**src/rtl/cpu7_dbus_pkg.sv**
```systemverilog
// Shared types for the cpu7 data-bus outstanding-request queue.
// Holds the per-entry control struct and pointer-width helper used by the queue and its perf counters.
package cpu7_dbus_pkg;

  localparam int WSTRB_W = 4;

  // Address and store data live in separate GRLEN-wide arrays inside the queue.
  typedef struct packed {
    logic               wr;
    logic [WSTRB_W-1:0] wstrb;
    logic               killed;
    logic               issued;
  } entry_ctrl_t;

  function automatic int ptr_width(input int depth);
    return (depth > 1) ? $clog2(depth) : 1;
  endfunction

endpackage

```
**src/rtl/cpu7_dbus_perf.sv**
```systemverilog
// Saturating performance counters for the data-bus queue.
// Present only in builds that define CPU7_DBUS_PERF_EN.
module cpu7_dbus_perf
  import cpu7_dbus_pkg::*;
(
  input  logic        clk,
  input  logic        reset,
  input  logic        full_evt,
  input  logic        killed_evt,
  output logic [31:0] perf_full_cycles,
  output logic [31:0] perf_killed_resp
);

  always_ff @(posedge clk) begin
    if (reset) begin
      perf_full_cycles <= '0;
      perf_killed_resp <= '0;
    end else begin
      if (full_evt && !(&perf_full_cycles))
        perf_full_cycles <= perf_full_cycles + 32'd1;
      if (killed_evt && !(&perf_killed_resp))
        perf_killed_resp <= perf_killed_resp + 32'd1;
    end
  end

endmodule

```
**src/rtl/cpu7_dbus_queue.sv**
```systemverilog
// In-order outstanding-request queue between the EXU data bus and the memory port.
// Optional perf counters are built when CPU7_DBUS_PERF_EN is defined.
module cpu7_dbus_queue
  import cpu7_dbus_pkg::*;
#(
  parameter int GRLEN = 32,
  parameter int DEPTH = 4
) (
  input  logic               clk,
  input  logic               reset,
  input  logic               data_req,
  input  logic               data_wr,
  input  logic [WSTRB_W-1:0] data_wstrb,
  input  logic [GRLEN-1:0]   data_addr,
  input  logic [GRLEN-1:0]   data_wdata,
  input  logic               data_cancel,
  output logic               data_addr_ok,
  output logic               data_data_ok_m,
  output logic [GRLEN-1:0]   data_rdata_m,
  output logic               data_req_empty,
  output logic               mem_req,
  output logic               mem_wr,
  output logic [WSTRB_W-1:0] mem_wstrb,
  output logic [GRLEN-1:0]   mem_addr,
  output logic [GRLEN-1:0]   mem_wdata,
  input  logic               mem_addr_ok,
  input  logic               mem_data_ok,
  input  logic [GRLEN-1:0]   mem_rdata
`ifdef CPU7_DBUS_PERF_EN
  ,
  output logic [31:0]        perf_full_cycles,
  output logic [31:0]        perf_killed_resp
`endif
);

  localparam int PTR_W = ptr_width(DEPTH);
  localparam int CNT_W = PTR_W + 1;
  localparam logic [CNT_W-1:0] DEPTH_C = CNT_W'(DEPTH);

  entry_ctrl_t      ctrl    [DEPTH];
  logic [GRLEN-1:0] addr_q  [DEPTH];
  logic [GRLEN-1:0] wdata_q [DEPTH];

  logic [PTR_W-1:0] alloc_ptr, iss_ptr, ret_ptr;
  logic [CNT_W-1:0] count, pend;

  logic accept, iss_valid, iss_killed, issue, discard;
  logic resp_retire, drop_retire, retire, resp_live;

  // NOTE: every always_comb output gets a value on every path, so no latch can be inferred.
  always_comb begin
    data_addr_ok = !reset && (count < DEPTH_C);
    accept       = data_req && data_addr_ok;
    iss_valid    = (pend != '0);
    iss_killed   = ctrl[iss_ptr].killed;
    // A cancel this cycle already covers the entry at iss_ptr, so it must not go out.
    mem_req      = !reset && iss_valid && !iss_killed && !data_cancel;
    issue        = mem_req && mem_addr_ok;
    discard      = iss_valid && iss_killed;
    resp_retire  = mem_data_ok && (count != '0) && ctrl[ret_ptr].issued;
    // count > pend means the oldest entry has already been passed by iss_ptr.
    drop_retire  = !resp_retire && (count > pend) &&
                   ctrl[ret_ptr].killed && !ctrl[ret_ptr].issued;
    retire       = resp_retire || drop_retire;
    resp_live    = resp_retire && !ctrl[ret_ptr].killed && !data_cancel;
  end

  assign mem_wr         = ctrl[iss_ptr].wr;
  assign mem_wstrb      = ctrl[iss_ptr].wstrb;
  assign mem_addr       = addr_q[iss_ptr];
  assign mem_wdata      = wdata_q[iss_ptr];
  assign data_req_empty = (count == '0);

  // NOTE: state uses non-blocking assignments so every read in this block sees start-of-cycle values.
  always_ff @(posedge clk) begin
    if (reset) begin
      alloc_ptr      <= '0;
      iss_ptr        <= '0;
      ret_ptr        <= '0;
      count          <= '0;
      pend           <= '0;
      data_data_ok_m <= 1'b0;
      data_rdata_m   <= '0;
      for (int i = 0; i < DEPTH; i++) ctrl[i] <= '0;
    end else begin
      // Killing every slot is safe: free slots are rewritten on accept, which wins below.
      if (data_cancel)
        for (int i = 0; i < DEPTH; i++) ctrl[i].killed <= 1'b1;
      if (issue)
        ctrl[iss_ptr].issued <= 1'b1;
      if (accept) begin
        ctrl[alloc_ptr] <= '{wr: data_wr, wstrb: data_wstrb, killed: 1'b0, issued: 1'b0};
        alloc_ptr       <= alloc_ptr + PTR_W'(1);
      end
      if (issue || discard)
        iss_ptr <= iss_ptr + PTR_W'(1);
      if (retire)
        ret_ptr <= ret_ptr + PTR_W'(1);
      count          <= count + CNT_W'(accept) - CNT_W'(retire);
      pend           <= pend + CNT_W'(accept) - CNT_W'(issue || discard);
      data_data_ok_m <= resp_live;
      data_rdata_m   <= (resp_live && !ctrl[ret_ptr].wr) ? mem_rdata : '0;
    end
  end

  // NOTE: the payload arrays carry no reset; the ctrl bits decide whether any slot is meaningful.
  always_ff @(posedge clk) begin
    if (accept) begin
      addr_q[alloc_ptr]  <= data_addr;
      wdata_q[alloc_ptr] <= data_wdata;
    end
  end

  a_no_orphan_resp: assert property (@(posedge clk) disable iff (reset)
    mem_data_ok |-> ((count != '0) && ctrl[ret_ptr].issued));

`ifdef CPU7_DBUS_PERF_EN
  logic full_evt, killed_evt;
  assign full_evt   = data_req && (count == DEPTH_C);
  assign killed_evt = resp_retire && !resp_live;

  cpu7_dbus_perf u_perf (
    .clk              (clk),
    .reset            (reset),
    .full_evt         (full_evt),
    .killed_evt       (killed_evt),
    .perf_full_cycles (perf_full_cycles),
    .perf_killed_resp (perf_killed_resp)
  );
`endif

endmodule

```
**config.mk**
```make
export PLATFORM = sky130hd
export DESIGN_NAME = cpu7_dbus_queue
export DESIGN_NICKNAME = d
export VERILOG_FILES = /design/src/rtl/cpu7_dbus_pkg.sv /design/src/rtl/cpu7_dbus_perf.sv /design/src/rtl/cpu7_dbus_queue.sv
export SDC_FILE = /design/constraint.sdc
export NUM_CORES = 1
export LEC_CHECK = 0
export ABC_AREA = 1
export BUFFER_PORTS_ARGS = -buffer_cell sky130_fd_sc_hd__buf_2
export CAP_MARGIN = 20
export CORE_UTILIZATION = 50
export CTS_CLUSTER_SIZE = 20
export DETAILED_ROUTE_END_ITERATION = 10
export GPL_TIMING_DRIVEN = 1
export HOLD_SLACK_MARGIN = 0.05
export PLACE_DENSITY = 0.85
export SETUP_SLACK_MARGIN = 0.02
export SLEW_MARGIN = 40
export SYNTH_ARGS = -nofsm -noshare
export SYNTH_HDL_FRONTEND = slang
export SYNTH_SLANG_ARGS = --single-unit
```
**constraint.sdc**
```tcl
create_clock -name clk -period 2.45 [get_ports clk]
set_clock_uncertainty 0.2 [all_clocks]
set_input_delay 0.1225 -clock clk [delete_from_list [all_inputs] [get_ports clk]]
set_output_delay 0.1225 -clock clk [all_outputs]
set_load 0.02 [all_outputs]
```
==> flow_metrics.env, run 1 <==
export IMPL_fin_crit_ps=2440
export IMPL_syn_avg_cell_area_sq_um=12.8
export IMPL_drt_iter0_drc=626
export IMPL_layout_common_cells="edfxtp_1 (276), buf_2 (211), nor2_1 (200)"
export IMPL_final_common_cell="edfxtp_1"
export IMPL_wl_per_cell_um=17.1
export IMPL_switching_share=0.333
export IMPL_cp_startpoint="pend[2]$_SDFF_PP0_"
export IMPL_critPathRequiredTime_ps=2670
export IMPL_dieArea_sq_mm=0.0257
export IMPL_clk_path_buf_depth=3
export IMPL_worstRegToRegCells=14
export IMPL_crit_chain="inv_2, ha_4, nand2_2, nand2_2, nor2_1, nor2_1, nand3_1, nand2_2, ha_4, inv_2, ha_4, fa_2, or2_4, a21oi_2"
export IMPL_grt_total_usage=0.219
export IMPL_syn_inst=982
export IMPL_hold_path_class="input pin to flip-flop"
export IMPL_cp_max_fo=2
export IMPL_slowest_stage="dfxtp_2"
export IMPL_hold_viol=0
export IMPL_maxSlewHeadroom=0.705
export IMPL_initial_core_util=0.513
export IMPL_grt_max_degree=99
export IMPL_r2r_end="count[2]$_SDFF_PP0_"
export IMPL_synthTopCellsByArea="edfxtp_1 (66%), dfxtp_1 (9.1%), nor2_1 (6.0%)"
export IMPL_ys_seq_elements=333
export IMPL_rsz0062_at_grt="true"
export IMPL_first_pass_iters=5
export IMPL_pin_count=212
export IMPL_hold_ws_ps=172
export IMPL_power_switching_mw=5.54
export IMPL_seqPwrFrac=0.398
export IMPL_wl_um=28500
export IMPL_clock_latency_ps=490
export IMPL_gp_congestion=0.886
export IMPL_vias=8861
export IMPL_p_comb_frac=0.310
export IMPL_drive_gt1_frac=0.251
export IMPL_min_period_over_period=0.997
export IMPL_status="completed"
export IMPL_critPathLaunchType="flip-flop"
export IMPL_endpoint="count[2]$_SDFF_PP0_"
export IMPL_fp_coreArea_sq_mm=0.0245
export IMPL_setup_violations=0
export IMPL_fin_util=0.668
export IMPL_ant_nets=0
export IMPL_leakage_nw=6.40
export IMPL_die_h_um=160
export IMPL_netlist_area_sq_mm=0.0125
export IMPL_fp_dieW_um=160
export IMPL_clkSinkCount=333
export IMPL_finalSetupTns_ps=0
export IMPL_max_freq_ghz=0.409
export IMPL_htreeDepth=2
export IMPL_rr_startpoint="pend[2]$_SDFF_PP0_"
export IMPL_max_stage_delay_ps=330
export IMPL_place_hpwl_um=15800
export IMPL_cts_inserted_buffers=34
export IMPL_cts_tree="built"
export IMPL_gr_total_overflow=0
export IMPL_intPower_mw=11.1
export IMPL_synth_seq_area_share=0.752
export IMPL_vdd_drop_max_uv=820
export IMPL_drc=0
export IMPL_synth_warnings=0
export IMPL_pwr_share_clk=0.292
export IMPL_crit_type="flip-flop to flip-flop"
export IMPL_syn2layout_area_growth_pct=30.3
export IMPL_cp_end_kind="flip-flop"
export IMPL_synth_largest_area_cell="edfxtp_1"
export IMPL_antenna_found_initial=2
export IMPL_fin_cells=1669
export IMPL_setup_ws_ps=7.77
export IMPL_path_clk_slew_ps=60
export IMPL_synth_top_area_share=0.661
export IMPL_worst_slew_pin_slew_ps=442
export IMPL_synth_cell_types=25
export IMPL_syn_num_nets=1106
export IMPL_slew_viol_final=0
export IMPL_dpl_cell_count=1500
export IMPL_port_buffers=211
export IMPL_place_ws_ps=-140
export IMPL_powerDensity_mw_per_mm2=1020
export IMPL_grt_pass1_wl_um=44500
export IMPL_viasPerCell=5.31
export IMPL_finalNetCount=1444
export IMPL_rrSetupSlack_ps=8
export IMPL_arrival_ps=2670
export IMPL_grt_pass1_vias=9139
export IMPL_cts_root_buf="clkbuf_16"
export IMPL_rows=57
export IMPL_cap_violations=0
power by group through the flow:
| stage | logic, mW | registers, mW | clock network, mW |
|---|---|---|---|
| 6_report | 5.15 | 6.61 | 4.85 |
| 5_1_grt | 5.60 | 6.63 | 5.15 |
| 4_1_cts | 5.01 | 6.61 | 4.93 |
| 3_5_place_dp | 4.75 | 6.71 | 0 |
| 3_3_place_gp | 4.61 | 6.70 | 0 |
| 2_1_floorplan | 3.16 | 6.71 | 0 |
final cells by class:
| class | count | area (sq um) |
|---|---|---|
| Clock inverter | 12 | 109 |
| Fill cell | 1613 | 8120 |
| Timing Repair Buffer | 351 | 2470 |
| Inverter | 80 | 318 |
| Tap cell | 324 | 405 |
| Antenna cell | 2 | 5.00 |
| Sequential cell | 333 | 9440 |
| Clock buffer | 47 | 933 |
| Multi-Input combinational cell | 520 | 2670 |
how the worst min path moves through the flow:
| stage | start | to | slack [ps] | cells after the start |
|---|---|---|---|---|
| after floorplan | data_addr[0] | addr_q[0][0]$_DFFE_PP_ | 20 | 0 |
| after global placement | mem_rdata[29] | data_rdata_m[29]$_SDFF_PP0_ | 130 | 3 |
| after detailed placement | data_addr[17] | addr_q[1][17]$_DFFE_PP_ | 140 | 1 |
| after CTS | data_addr[20] | addr_q[3][20]$_DFFE_PP_ | 160 | 2 |
| after global routing | data_wdata[24] | wdata_q[1][24]$_DFFE_PP_ | 160 | 2 |
| final | data_wdata[24] | wdata_q[1][24]$_DFFE_PP_ | 170 | 2 |
worst max-delay path: cells and delay by family (launching register included):
family          cells  cell delay [ps]
compound gates      1              100
simple gates        7              700
buf+inv             2               90
flops               1              330
fa+ha+maj           4              950
per-stage QoR:
stage / power, mW / area [sq um]
5_1_grt: 17.4 / 16300
3_3_place_gp: 11.3 / 14100
2_1_floorplan: 9.87 / 12600
3_5_place_dp: 11.5 / 14100
6_report: 16.6 / 16300
4_1_cts: 16.5 / 16300
state kept, by name (all words and copies together), names as in the netlist, named ones only:
register        count
addr_q            128
data_rdata_m       32
iss_ptr             2
data_data_ok_m      1
alloc_ptr           2
ctrl               28
ret_ptr             2
count               3
wdata_q           128
pend                3
per-layer routing:
metal	global-route usage	wire length, um	share of wire	up-vias
met5	0	0	0	-
met3	0.0455	2310	0.081	65
met1	0.261	11200	0.39	4267
met2	0.390	14400	0.50	397
met4	0.0775	629	0.022	0
li1	-	-	-	4132
synth_stat cells:
| cell | count |
|---|---|
| edfxtp_1 | 276 |
| nor2_1 | 200 |
| o21ai_0 | 148 |
| inv_1 | 76 |
| o22ai_1 | 70 |
| dfxtp_1 | 57 |
| nand2_1 | 43 |
| clkbuf_1 | 36 |
| ha_1 | 15 |
| nor2_2 | 12 |
| nand3_1 | 9 |
| buf_2 | 8 |
| a21oi_1 | 6 |
| o21ai_1 | 5 |
| buf_6 | 4 |
| inv_2 | 4 |
| xor2_1 | 3 |
| fa_1 | 2 |
| nand3_2 | 2 |
| buf_4 | 1 |
| nand2_2 | 1 |
| nand2_4 | 1 |
| nor3_1 | 1 |
| nor3_4 | 1 |
| or2_2 | 1 |
cell families after synthesis:
logic type               count (synthesis)  synth area share
AND/OR/NAND/NOR                        271            0.0875
adder cells (fa/ha/maj)                 17            0.0182
flip-flops                             333             0.752
buffers and inverters                  129            0.0421
XOR/XNOR                                 3           0.00210
AO/OA/AOI/OAI                          229            0.0984
repair_timing:
item	in CTS	in global routing
setup endpoints to repair	55	14
setup buffers	0	1
hold buffers	107	0
gates resized for setup	14	13
hold endpoints to repair	333	0
pin swaps	10	0
Power figures use the tool's default switching activity.
==> run 2: changes to the inputs <==
CORE_UTILIZATION = 39   (was 50)
PLACE_DENSITY = 0.71   (was 0.85)
==> run 2 against run 1 <==
Compared with the run above: the flow now finishes with violations (hold timing, setup timing); fmax shrank 3.1%; sequential share of layout area down 0.87 points; cell area is 1.5% higher; critical endpoint unchanged.
==> flow_metrics.env, run 2 (synthesized netlist as in run 1, its figures left out) <==
export IMPL_max_stage_delay_ps=340
export IMPL_slew_viol_final=0
export IMPL_place_hpwl_um=15900
export IMPL_holdPathEnd="pend[1]$_SDFF_PP0_"
export IMPL_cts_root_buf="clkbuf_16"
export IMPL_cp_end_kind="flip-flop"
export IMPL_antenna_found_initial=1
export IMPL_leakage_nw=6.47
export IMPL_max_freq_ghz=0.397
export IMPL_cpMostUsedCell="ha_4"
export IMPL_cp_max_fo=2
export IMPL_use_met2=0.296
export IMPL_viasPerCell=4.93
export IMPL_path_clk_slew_ps=60
export IMPL_setup_ws_ps=-69.3
export IMPL_finalPower_mw=16.9
export IMPL_busiest_layer="met2"
export IMPL_initial_core_util=0.396
export IMPL_die_h_um=181
export IMPL_status="finished, violations left"
export IMPL_fin_cells=1753
export IMPL_largestRegisters="addr_q (128), wdata_q (128), data_rdata_m (32)"
export IMPL_clock_latency_ps=500
export IMPL_use_met3=0.0417
export IMPL_drt_iter0_drc=513
export IMPL_wl_per_cell_um=16.2
export IMPL_r2r_end="count[2]$_SDFF_PP0_"
export IMPL_grt_pass1_wl_um=44600
export IMPL_fp_coreArea_sq_mm=0.0316
export IMPL_cts_inserted_buffers=36
export IMPL_cap_violations=0
export IMPL_final_common_cell="edfxtp_1"
export IMPL_min_period_over_period=1.03
export IMPL_worstRegToRegCells=14
export IMPL_antennaDiodeCount=0
export IMPL_critPathRequiredTime_ps=2680
export IMPL_finalSetupTns_ps=-69.3
export IMPL_setup_violations=1
export IMPL_port_buffers=211
export IMPL_first_pass_iters=4
export IMPL_maxSlewHeadroom=0.657
export IMPL_slowest_stage="dfxtp_2"
export IMPL_grt_max_degree=101
export IMPL_vias=8634
export IMPL_wl_um=28400
export IMPL_htreeDepth=2
export IMPL_vdd_drop_max_uv=670
export IMPL_layout_common_cells="edfxtp_1 (276), buf_2 (211), nor2_1 (197)"
export IMPL_rows=65
export IMPL_gr_total_overflow=0
export IMPL_gp_congestion=0.828
export IMPL_finalNetCount=1449
export IMPL_syn2layout_area_growth_pct=32.3
export IMPL_rrSetupSlack_ps=-70
export IMPL_hold_viol=6
export IMPL_placed_area_sq_mm=0.0143
export IMPL_cts_tree="built"
export IMPL_clk_path_buf_depth=3
export IMPL_hold_buffers=108
export IMPL_grt_use_met1=0.211
export IMPL_arrival_ps=2740
export IMPL_fin_area_sq_mm=0.0166
export IMPL_hp_start="reset"
export IMPL_dieArea_sq_mm=0.0329
export IMPL_worst_slew_pin_slew_ps=514
export IMPL_powerDensity_mw_per_mm2=1020
export IMPL_crit_chain="inv_2, ha_4, nand2_4, nor2_2, nor2_1, nor2_1, nand3_1, nand2_2, ha_4, inv_2, ha_4, fa_2, or2_4, a21oi_2"
export IMPL_ant_nets=0
export IMPL_fp_dieW_um=181
export IMPL_hold_depth=2
export IMPL_hold_path_class="input pin to flip-flop"
export IMPL_clkSinkCount=333
export IMPL_violations="hold timing, setup timing"
export IMPL_fin_crit_ps=2520
export IMPL_rr_startpoint="pend[2]$_SDFF_PP0_"
export IMPL_grt_pass1_vias=8832
export IMPL_pin_count=212
export IMPL_grt_total_usage=0.170
export IMPL_drive_gt1_frac=0.260
export IMPL_crit_type="flip-flop to flip-flop"
export IMPL_rsz0062_at_grt="true"
export IMPL_hold_ws_ps=-302
export IMPL_drc=0
export IMPL_dpl_cell_count=1579
export IMPL_critPathLaunchType="flip-flop"
## run 2: changes by cell type in the layout (fill, tap and decap cells not counted), moves of 3 or more
cell / change
clkinv_2: +6
nor2_1: -3
nand3_1: -3
nand3_2: +3
buf_12: +4
clkbuf_1: -3
## run 2: final cells by class
cell class | instances | area (sq um)
fill | 2586 | 15000
sequential | 333 | 9440
multi-input combinational | 520 | 2700
timing repair buffer | 354 | 2530
clock buffer | 43 | 948
tap | 402 | 503
inverter | 80 | 318
clock inverter | 21 | 160
## run 2: worst max-delay path by stage
stage                     slack, ps                start                      to  cells past startpoint
after global routing           -210   pend[2]$_SDFF_PP0_     count[2]$_SDFF_PP0_                     14
after CTS                         6   pend[2]$_SDFF_PP0_     count[2]$_SDFF_PP0_                     14
final                           -70   pend[2]$_SDFF_PP0_     count[2]$_SDFF_PP0_                     14
after global placement          -70   pend[2]$_SDFF_PP0_     count[2]$_SDFF_PP0_                     14
after detailed placement       -100   pend[2]$_SDFF_PP0_     count[2]$_SDFF_PP0_                     14
after floorplan                 -30  count[2]$_SDFF_PP0_  addr_q[0][0]$_DFFE_PP_                      5
## run 2: worst max-delay path, delay by kind of cell (launching register included)
family / cells / cell delay (ps)
AND/OR/NAND/NOR: 7 / 800
AO/OA/AOI/OAI: 1 / 140
adder cells (fa/ha/maj): 4 / 870
buffers and inverters: 2 / 90
flip-flops: 1 / 340
## run 2: metrics by stage
stage | setup slack, ps | hold WS, ps | utilization
after floorplan | -30.6 | 21.4 | -
after global placement | -67.5 | 134 | 0.451
after detailed placement | -97.6 | 140 | 0.451
after CTS | 5.78 | -324 | 0.522
after global routing | -212 | -292 | 0.525
final | -69.3 | -302 | 0.525
## run 2: repair_timing
item	4_1_cts	5_1_grt
pin swaps	11	4
buffers inserted	1	2
endpoints found under the hold margin	333	6
setup endpoints to repair	70	31
gates resized for setup	10	19
## run 2: per-layer routing
layer,vias to the layer above,part of all wire,routed length [um]
met3,52,0.060,1700
met1,4163,0.43,12200
met5,-,0.00039,11
met2,272,0.49,14100
met4,2,0.017,491
li1,4145,-,-
## run 2: where the power goes
part / internal [mW] / switching (mW)
combinational: 1.79 / 3.43
clock: 2.98 / 2.07
sequential: 6.47 / 0.145
total: 11.2 / 5.64
